==> config.mk <==
export PLATFORM = sky130hd
export DESIGN_NAME = branch_unit
export DESIGN_NICKNAME = d
export VERILOG_FILES = /design/src/rtl/branch_unit.sv
export SDC_FILE = /design/constraint.sdc
export NUM_CORES = 1
export LEC_CHECK = 0
export ABC_AREA = 1
export BUFFER_PORTS_ARGS = -buffer_cell sky130_fd_sc_hd__buf_4
export CAP_MARGIN = 15
export CORE_MARGIN = 10
export CORE_UTILIZATION = 26
export CTS_BUF_LIST = sky130_fd_sc_hd__clkbuf_4 sky130_fd_sc_hd__clkbuf_8
export CTS_CLUSTER_DIAMETER = 120
export DETAILED_ROUTE_END_ITERATION = 16
export GPL_ROUTABILITY_DRIVEN = 0
export PLACE_DENSITY_LB_ADDON = 0.2
export SETUP_SLACK_MARGIN = 0.2
export SLEW_MARGIN = 30
export SYNTH_ARGS = -nofsm -noshare
export SYNTH_HDL_FRONTEND = slang
export SYNTH_SLANG_ARGS = --single-unit
==> constraint.sdc <==
create_clock -name clk -period 4.05 [get_ports clk]
set_input_delay 0.6075 -clock clk [delete_from_list [all_inputs] [get_ports clk]]
set_output_delay 0.6075 -clock clk [all_outputs]
set_load 0.005 [all_outputs]
==> src/rtl/branch_unit.sv <==
// branch_unit: evaluates the PSW branch condition from IR and, when taken,
// requests the bus and strobes a one-cycle PC load of the branch target.
module branch_unit #(
    parameter int DATA_W = 16,
    parameter int OFF_W  = 8
) (
    input  logic              clk,
    input  logic              reset,
    input  logic              start,
    input  logic [2:0]        IR_cond,
    input  logic [OFF_W-1:0]  IR_offset,
    input  logic [1:0]        PSW_in,
    input  logic [DATA_W-1:0] PC_in,
    input  logic              bus_gnt,
    output logic              bus_req,
    output logic [DATA_W-1:0] PC_out,
    output logic              PC_load,
    output logic              taken,
    output logic              busy,
    output logic              done
);
    typedef enum logic [2:0] {IDLE, EVAL, CALC, REQ, LOAD, DONE} state_t;
    state_t state, state_nx;
    logic [2:0]        cond_q;
    logic [OFF_W-1:0]  off_q;
    logic [1:0]        psw_q;
    logic [DATA_W-1:0] pc_q;
    logic [7:0]        cond_tab;
    logic              z, n;
    assign z = psw_q[0];
    assign n = psw_q[1];
    // bit i of the table is the outcome of condition code i
    assign cond_tab = {1'b0, ~n & ~z, n | z, ~n, n, ~z, z, 1'b1};
    always_ff @(posedge clk) begin
        state <= reset ? IDLE : state_nx;
    end
    always_ff @(posedge clk) begin
        if (reset) begin
            cond_q <= '0;
            off_q  <= '0;
            psw_q  <= '0;
            pc_q   <= '0;
            taken  <= 1'b0;
            PC_out <= '0;
        end else begin
            if (state == IDLE && start) begin
                cond_q <= IR_cond;
                off_q  <= IR_offset;
                psw_q  <= PSW_in;
                pc_q   <= PC_in;
            end
            if (state == EVAL) taken <= cond_tab[cond_q];
            if (state == CALC) PC_out <= pc_q + {{(DATA_W-OFF_W){off_q[OFF_W-1]}}, off_q};
        end
    end
    always_comb begin
        state_nx = state;
        case (state)
            IDLE:    state_nx = start ? EVAL : IDLE;
            EVAL:    state_nx = cond_tab[cond_q] ? CALC : DONE;
            CALC:    state_nx = REQ;
            REQ:     state_nx = bus_gnt ? LOAD : REQ;
            LOAD:    state_nx = DONE;
            DONE:    state_nx = IDLE;
            default: state_nx = IDLE;
        endcase
    end
    always_comb begin
        bus_req = state == REQ;
        PC_load = state == LOAD;
        done    = state == DONE;
        busy    = state != IDLE;
    end
endmodule

==> run_results.csv, run 1 <==
group,metric,value,unit
clock_network,path_clk_slew,0.10,ns
synthesis,synth_cell_types,36,
clock_network,cts-root-buf,"clkbuf_8",
sta,tightest_slew,0.561,ns
sta,rsz0062_at_grt,"no",
clock_network,cts_setup_buffers,0,
final_layout,ff_latch_area,981,um^2
clock_network,h-tree-depth,2,
sta,timing.final.setup_violations,0,
synthesis,synth_top_cells_by_count,"nand2_1, inv_1, dfxtp_1, a21oi_1, o21ai_0",
min_path,holdPathStages,2,
place,dpl.hpwl,5320,um
setup_path,reg2reg_depth,11,
run_status,status,"completed",
clock_network,clock-sinks,49,
sta,setup_tns,0,ns
clock_network,clock_latency,0.31,ns
drt,drt-total-wl,6750,um
synthesis,ys_seq_area_frac,0.347,
drt,wl_per_cell,11.2,um
min_path,min_path_type,"reg -> reg",
final_layout,syn_to_final_growth,21.4,%
drt,viasPerCell,4.18,
synthesis,synth.most_common_cell,"nand2_1",
setup_path,reg2reg_from,"off_q[0]$_SDFFE_PP0P_",
setup_path,worstPathBufferInverterCount,1,
synthesis,netlist_top_cells_area,"dfxtp_1, nand2_1, inv_1",
setup_path,critPathSlowestCell,"fa_1",
floorplan,die_w,124,um
min_path,hold_start,"pc_q[11]$_SDFFE_PP0P_",
clock_network,cts_tree,"yes",
place,place_area,3330,um^2
synthesis,ys_async_sr_fraction,0,
place,io_buffers,53,
sta,finalCritPeriodShare,0.449,
synthesis,synth_area,2830,um^2
sta,maxSlewViolCount,0,
drt,vias,2506,
final_layout,drive_gt1_frac,0.200,
setup_path,cp-end-kind,"register",
setup_path,worstSetupStartpointType,"register",
synthesis,synth-edff-count,0,
sta,finalHoldViolCount,0,
setup_path,crit_top_cell,"nand2_1",
floorplan,dieHeight,124,um
setup_path,worst_path_largest_cell_delay,0.39,ns
floorplan,ios,54,
power,ir_drop,180,uV
setup_path,path_max_fanout,3,
setup_path,reg2reg_to,"PC_out[8]$_SDFFE_PP0P_",
setup_path,path_cells,"ha_1 > fa_1 > nand2_1 > nand2_1 > and2_4 > nand2_1 > nand2_1 > xnor2_1 > nand2_1 > nand2_1 > inv_1",
run,maxCapViolCount,0,
final_layout,multi_input_area,1440,um^2
floorplan,start_util,0.263,
sta,slew_headroom,0.626,
floorplan,fp-row-count,38,
power,leakage,1.72,nW
floorplan,die_area,15400,um^2
synthesis,syn_inst,410,
drt,drt_first_pass_iters,4,
setup_path,cp_top_family,"adder cells",
setup_path,cp.required,4.26,ns
setup_path,cp.arrival,2.03,ns
drt,first_iter_violations,96,
setup_path,r2r_setup_slack,2.23,ns
global_route,grt_pass1_vias,2363,
sta,worst_clock_skew,0.0148,ns
global_route,antenna_found_initial,0,
synthesis,yosysTopAreaCellShare,0.347,
sta,fin_crit,1.82,ns
final_layout,fillers,1215,
synthesis,synth_nets,459,
global_route,grt_start_max_net_pins,60,
clock_network,numCtsBuffers,5,
clock_network,holdBufCountCts,0,
final_layout,antenna_cells,0,
setup_path,path_class,"reg -> reg",
floorplan,coreArea,10700,um^2
synthesis,yosysTopAreaCell,"dfxtp_1",
final_layout,stdcell_area,3430,um^2
min_path,min_delay_worst_endpoint,"pc_q[11]$_SDFFE_PP0P_",
synthesis,ys.flop_type,"dfxtp_1",
sta,fmax,549,MHz
drt,drtAntennaViolNets,0,
synthesis,synth_warnings,0,
global_route,overflow,0,
synthesis,ys_ff_latch,49,
synthesis,avgSynthCellArea,6.90,um^2
global_route,grt_pass1_wl,11300,um
power,power_density,545,nW/um^2
final_layout,num-nets-final,508,
clock_network,cts_resized,0,
clock_network,cts_buffer_depth,2,
global_route,track_usage,0.0848,
drt,post-route-drc-count,0,
## metal layers
layer | track usage | up-vias | wire (um)
met5 | 0 | - | 0
met4 | 0.0281 | 0 | 114
met3 | 0.0260 | 7 | 325
met2 | 0.128 | 38 | 2800
met1 | 0.111 | 1067 | 3500
li1 | - | 1394 | -
## metrics by stage
step	utilization	setup slack, ns	hold slack, ns	power, mW	instances
2_1_floorplan	-	2.44	0.427	1.34	410
3_3_place_gp	0.310	1.97	0.435	1.57	592
3_5_place_dp	0.310	1.89	0.442	1.58	592
4_1_cts	0.319	2.04	0.458	1.89	600
5_1_grt	0.319	2.05	0.478	2.05	600
6_report	0.319	2.23	0.454	1.87	600
## final cells by class
class                      instances  share of cell area
sequential                        49               0.286
multi-input combinational        261               0.420
clock inverter                     3             0.00729
clock buffer                       5              0.0201
tap                              140              0.0510
inverter                          88              0.0977
timing repair buffer              54               0.118
## registers in the layout (all words and copies together) (netlist names)
register,cells
state,3
cond_q,3
PC_out,16
psw_q,2
off_q,8
taken,1
pc_q,16
## logic make-up after synthesis
family	Yosys count	synth area share
AO/OA/AOI/OAI	92	0.182
adder cells (fa/ha/maj)	16	0.0735
XOR/XNOR	4	0.0124
flip-flops	49	0.347
AND/OR/NAND/NOR	149	0.239
buffers and inverters	100	0.146
## worst max path at each step
| stage | slack (ns) | endpoint | start | depth (start not counted) |
|---|---|---|---|---|
| 5_1_grt | 2.05 | PC_out[14]$_SDFFE_PP0P_ | off_q[7]$_SDFFE_PP0P_ | 9 |
| 3_5_place_dp | 1.89 | cond_q[0]$_SDFFE_PP0P_ | start | 4 |
| 2_1_floorplan | 2.44 | PC_out[8]$_SDFFE_PP0P_ | off_q[0]$_SDFFE_PP0P_ | 11 |
| 3_3_place_gp | 1.97 | cond_q[0]$_SDFFE_PP0P_ | start | 4 |
| 4_1_cts | 2.04 | pc_q[7]$_SDFFE_PP0P_ | state[1]$_SDFF_PP0_ | 4 |
| 6_report | 2.23 | PC_out[8]$_SDFFE_PP0P_ | off_q[0]$_SDFFE_PP0P_ | 11 |
## report_power, final
part           internal [mW]  switching [mW]
sequential             0.617          0.0897
clock                  0.125           0.182
combinational          0.352           0.503
total                   1.09           0.774
## placed cells by master, fill, tap and decap left out, drive strengths merged
master	Yosys	final
fa	1	1
clkbuf	4	5
o21bai	2	2
o21a	7	7
or2	3	3
o21ai	34	34
clkinv	0	1
nand2	97	97
a41oi	1	1
and2	1	1
nand3	26	26
nor3	5	5
a21oi	43	43
nand3b	1	1
inv	88	89
ha	15	15
nand4	1	1
nor2	15	15
clkinvlp	0	1
xnor2	3	3
dfxtp	49	49
xor2	1	1
buf	8	54
o211ai	5	5
## worst reg2reg max path, cell delays in order, from the launching register on
cell and delay, ns:
dfxtp_1 0.33, ha_1 0.22, fa_1 0.39, nand2_1 0.10
nand2_1 0.08, and2_4 0.15, nand2_1 0.05, nand2_1 0.06
xnor2_1 0.18, nand2_1 0.08, nand2_1 0.06, inv_1 0.03
Note: power is estimated with default switching activity, not from simulation.
==> run 2, diff against run 1 <==
clock period = 1.8 ns   (was 4.05 ns; I/O delays follow)
==> run_results.csv, run 2 (synthesis results as in run 1) <==
group,metric,value,unit
drt,first_iter_violations,114,
global_route,grt_start_max_net_pins,60,
floorplan,die_w,124,um
place,io_buffers,53,
power,fin_total_pwr,4.61,mW
clock_network,holdBufCountCts,0,
global_route,overflow,0,
setup_path,cp.required,2.01,ns
power,leakage,1.78,nW
drt,drtAntennaViolNets,0,
final_layout,fillers,1195,
global_route,grt_pass1_vias,2580,
final_layout,syn_to_final_growth,32.3,%
floorplan,coreArea,10700,um^2
power,power_density,1230,nW/um^2
drt,post-route-drc-count,0,
sta,fin_crit,1.67,ns
clock_network,numCtsBuffers,5,
place,dpl.cell_count,597,
place,place_area,3380,um^2
final_layout,final_common_cell,"nand2_1",
power,power_frac_comb,0.493,
power,intPower,2.76,mW
setup_path,reg2reg_from,"pc_q[0]$_SDFFE_PP0P_",
final_layout,stdcell_area,3740,um^2
setup_path,path_class,"reg -> reg",
floorplan,fp-row-count,38,
floorplan,ios,54,
clock_network,cts-root-buf,"clkbuf_8",
floorplan,start_util,0.263,
sta,rsz0062_at_grt,"yes",
drt,drt_first_pass_iters,4,
final_layout,drive_gt1_frac,0.309,
run_status,status,"completed",
final_layout,final_cells,610,
clock_network,h-tree-depth,2,
sta,finalHoldViolCount,0,
final_layout,ff_latch_area,991,um^2
setup_path,cp.arrival,1.88,ns
setup_path,path_max_fanout,3,
setup_path,crit_end,"PC_out[14]$_SDFFE_PP0P_",
clock_network,path_clk_slew,0.10,ns
drt,vias,2648,
final_layout,num-nets-final,518,
setup_path,reg2reg_to,"PC_out[14]$_SDFFE_PP0P_",
drt,drt-total-wl,7280,um
setup_path,cp-end-kind,"register",
global_route,track_usage,0.0913,
power,switchingPower,1.85,mW
sta,tightest_slew,0.298,ns
final_layout,final_cell_mix,"nand2_1, inv_1, buf_4",
setup_path,crit_path_start,"pc_q[0]$_SDFFE_PP0P_",
clock_network,cts_buffer_depth,2,
global_route,antenna_found_initial,0,
sta,timing.final.setup_violations,0,
sta,fmax,599,MHz
setup_path,reg2reg_depth,12,
setup_path,r2r_setup_slack,0.13,ns
clock_network,cts_tree,"yes",
drt,wl_per_cell,11.9,um
clock_network,clock-sinks,49,
sta,finalCritPeriodShare,0.928,
clock_network,clock_latency,0.30,ns
sta,maxSlewViolCount,0,
floorplan,die_area,15400,um^2
sta,setup_tns,0,ns
place,dpl.hpwl,5640,um
final_layout,multi_input_area,1650,um^2
setup_path,worstSetupStartpointType,"register",
power,pwr-share-clk,0.150,
sta,worst_clock_skew,0.00721,ns
power,ir_drop,431,uV
global_route,grt_pass1_wl,12200,um
final_layout,reg_top3,"PC_out: 16 flops, pc_q: 16 flops, off_q: 8 flops",
min_path,min_path_type,"in -> reg",
run,maxCapViolCount,0,
final_layout,antenna_cells,0,
sta,slew_headroom,0.800,
power,pwr-share-seq,0.357,
drt,viasPerCell,4.34,
power,swShare,0.402,
floorplan,dieHeight,124,um
==> run 2: cell types whose count changed in the layout (fill, tap and decap cells not counted), moves of 3 or more <==
cell / previous run / this run
a21oi_1: 43 / 40
ha_4: 0 / 10
ha_1: 15 / 2
dfxtp_2: 0 / 5
nand2_2: 2 / 15
buf_4: 54 / 62
nand2_1: 94 / 80
a21oi_2: 0 / 3
dfxtp_1: 49 / 43
ha_2: 0 / 3
nand3_2: 4 / 7
==> run 2: worst min path at each step <==
| stage | slack (ns) | startpoint | endpoint | cells after the start |
|---|---|---|---|---|
| after floorplan | 0.34 | reset | PC_out[0]$_SDFFE_PP0P_ | 1 |
| after global placement | 0.44 | pc_q[3]$_SDFFE_PP0P_ | pc_q[3]$_SDFFE_PP0P_ | 2 |
| after detailed placement | 0.44 | off_q[6]$_SDFFE_PP0P_ | off_q[6]$_SDFFE_PP0P_ | 2 |
| after CTS | 0.17 | reset | state[1]$_SDFF_PP0_ | 2 |
| after global routing | 0.18 | reset | state[2]$_SDFF_PP0_ | 2 |
| final | 0.18 | reset | state[1]$_SDFF_PP0_ | 2 |
==> run 2: final cells by class <==
| class | count | share of cell area |
|---|---|---|
| clock inverters | 2 | 0.00368 |
| well taps | 140 | 0.0468 |
| inverters | 88 | 0.0897 |
| repair buffers | 64 | 0.133 |
| multi-input cells | 261 | 0.440 |
| flip-flops and latches | 49 | 0.265 |
| clock buffers | 6 | 0.0221 |
==> run 2: worst max-delay path, stage by stage (launching register included) <==
cell and delay [ns]:
dfxtp_2 0.35, ha_4 0.16, fa_2 0.34, nand2_2 0.08
nand2_2 0.06, nand3b_1 0.12, nand2_2 0.10, nand2_2 0.08
nand2_1 0.05, nand2_1 0.06, nand3_1 0.06, nand2_1 0.07
inv_1 0.03
==> run 2: power groups by stage <==
stage / Combinational (mW) / Sequential [mW] / Clock [mW]
6_report: 2.27 / 1.65 / 0.690
5_1_grt: 2.59 / 1.70 / 0.756
4_1_cts: 2.10 / 1.63 / 0.729
3_5_place_dp: 2.02 / 1.63 / 0
3_3_place_gp: 2.00 / 1.62 / 0
2_1_floorplan: 1.43 / 1.59 / 0
==> run 2: metrics by stage <==
stage / worst slack [ns] / util / hold WS (ns)
after floorplan: 0.228 / - / 0.339
after global routing: 0.0119 / 0.348 / 0.181
final: 0.130 / 0.348 / 0.175
after global placement: 0.0907 / 0.315 / 0.436
after CTS: 0.137 / 0.333 / 0.169
after detailed placement: 0.0760 / 0.315 / 0.443
==> run 2: per-layer routing <==
layer	share of wire	GRT usage	vias up	routed length (um)
met5	0	0	-	0
met4	0.011	0.0267	0	81
met3	0.055	0.0255	6	400
met1	0.48	0.119	1193	3530
li1	-	-	1408	-
met2	0.45	0.143	41	3270
==> run 2: what timing repair did <==
action	CTS	global route
buffers inserted	2	3
endpoints found under the setup margin	9	11
pin swaps	8	14
cloned	0	0
resized for setup	19	31
==> run 3, diff against run 2 <==
CORE_MARGIN = 2   (was 10)
SETUP_SLACK_MARGIN = unset   (was 0.2)
==> run_results.csv, run 3 (synthesis results as in run 1) <==
group,metric,value,unit
run_status,status,"completed",
min_path,min_path_type,"in -> reg",
sta,tightest_slew,0.290,ns
power,ir_drop,455,uV
sta,fmax,592,MHz
clock_network,path_clk_slew,0.10,ns
sta,maxSlewViolCount,0,
setup_path,reg2reg_from,"off_q[7]$_SDFFE_PP0P_",
clock_network,holdBufCountCts,0,
place,dpl.cell_count,599,
setup_path,path_cells,"buf_12 > ha_2 > nand2_1 > nor2_1 > nand3_1 > nand4_1 > nand3_1 > nand2_1 > inv_1",
power,fin_total_pwr,4.62,mW
drt,first_iter_violations,91,
global_route,grt_pass1_vias,2430,
final_layout,drive_gt1_frac,0.242,
final_layout,final_cells,607,
drt,viasPerCell,4.21,
run,maxCapViolCount,0,
sta,setup_tns,0,ns
final_layout,final_cell_mix,"nand2_1, inv_1, buf_4",
power,power_density,1290,nW/um^2
min_path,hold_start,"reset",
global_route,track_usage,0.113,
setup_path,path_class,"reg -> reg",
clock_network,cts_buffer_depth,2,
sta,rsz0062_at_grt,"yes",
sta,finalCritPeriodShare,0.938,
setup_path,cp-end-kind,"register",
setup_path,worstSetupStartpointType,"register",
place,dpl.hpwl,5050,um
setup_path,path_max_fanout,10,
final_layout,stdcell_area,3600,um^2
place,place_area,3410,um^2
setup_path,cp.required,2.00,ns
place,dp_slack,0.0756,ns
drt,drt_first_pass_iters,6,
global_route,overflow,0,
clock_network,cts-root-buf,"clkbuf_8",
drt,vias,2557,
floorplan,die_area,11700,um^2
final_layout,final_common_cell,"nand2_1",
drt,post-route-drc-count,0,
setup_path,r2r_setup_slack,0.11,ns
clock_network,clock_latency,0.30,ns
final_layout,utilization,0.335,
clock_network,cts_resized,0,
clock_network,numCtsBuffers,5,
power,leakage,1.77,nW
floorplan,die_w,108,um
global_route,grt_start_max_net_pins,60,
sta,worst_clock_skew,0.0114,ns
drt,drtAntennaViolNets,0,
sta,worst_slack,0.111,ns
setup_path,worstPathBufferInverterCount,2,
final_layout,syn_to_final_growth,27.2,%
drt,wl_per_cell,10.5,um
global_route,grt_pass1_wl,10800,um
floorplan,coreArea,10700,um^2
sta,holdWs,0.173,ns
sta,fin_crit,1.69,ns
place,io_buffers,53,
setup_path,cp_top_family,"simple AND/OR/NAND/NOR gates",
global_route,antenna_found_initial,0,
sta,finalHoldViolCount,0,
sta,timing.final.setup_violations,0,
clock_network,cts_tree,"yes",
final_layout,num-nets-final,515,
setup_path,cp.arrival,1.89,ns
setup_path,crit_end,"PC_out[12]$_SDFFE_PP0P_",
final_layout,reg_top3,"PC_out: 16 flops, pc_q: 16 flops, off_q: 8 flops",
clock_network,cts_setup_buffers,0,
setup_path,crit_path_start,"off_q[7]$_SDFFE_PP0P_",
floorplan,ios,54,
setup_path,crit_cells,9,
setup_path,reg2reg_depth,9,
sta,slew_headroom,0.805,
setup_path,worst_path_largest_cell_delay,0.38,ns
setup_path,reg2reg_to,"PC_out[12]$_SDFFE_PP0P_",
floorplan,fp-row-count,38,
final_layout,antenna_cells,0,
clock_network,h-tree-depth,2,
setup_path,critPathSlowestCell,"ha_2",
floorplan,start_util,0.263,
drt,drt-total-wl,6400,um
floorplan,dieHeight,108,um
clock_network,clock-sinks,49,
==> run 3: cell types whose count changed in the layout (fill, tap and decap cells not counted), sizes merged <==
| cell | change |
|---|---|
| buf | -3 |
| clkinv | -2 |
| bufinv | +2 |
| inv | +1 |
| clkbuf | -1 |
==> run 3: how the worst min path moves through the flow <==
stage / end / depth (start not counted) / slack (ns)
after detailed placement: off_q[4]$_SDFFE_PP0P_ / 2 / 0.44
after global routing: state[1]$_SDFF_PP0_ / 2 / 0.17
after floorplan: PC_out[0]$_SDFFE_PP0P_ / 1 / 0.34
after CTS: state[2]$_SDFF_PP0_ / 2 / 0.16
final: state[2]$_SDFF_PP0_ / 2 / 0.17
after global placement: pc_q[3]$_SDFFE_PP0P_ / 2 / 0.44
==> run 3: layout make-up <==
class / count / area (um^2)
clock buffer: 5 / 68.8
clock inverter: 3 / 68.8
fill: 1185 / 7150
inverter: 88 / 335
multi-input combinational: 261 / 1480
sequential: 49 / 981
tap: 140 / 175
timing repair buffer: 61 / 483
==> run 3: per-layer routing <==
metal,GRT usage,vias up,share of wire,wire length (um)
li1,-,1398,-,-
met1,0.153,1122,0.51,3270
met2,0.185,33,0.45,2850
met3,0.0259,4,0.037,238
met4,0.0247,0,0.0066,42
met5,0,-,0,0
==> run 3: power by group <==
group / internal, mW / leakage [nW] / switching (mW)
sequential: 1.39 / 0.403 / 0.196
clock: 0.559 / 0.0687 / 0.383
combinational: 0.932 / 1.29 / 1.17
total: 2.88 / 1.77 / 1.74
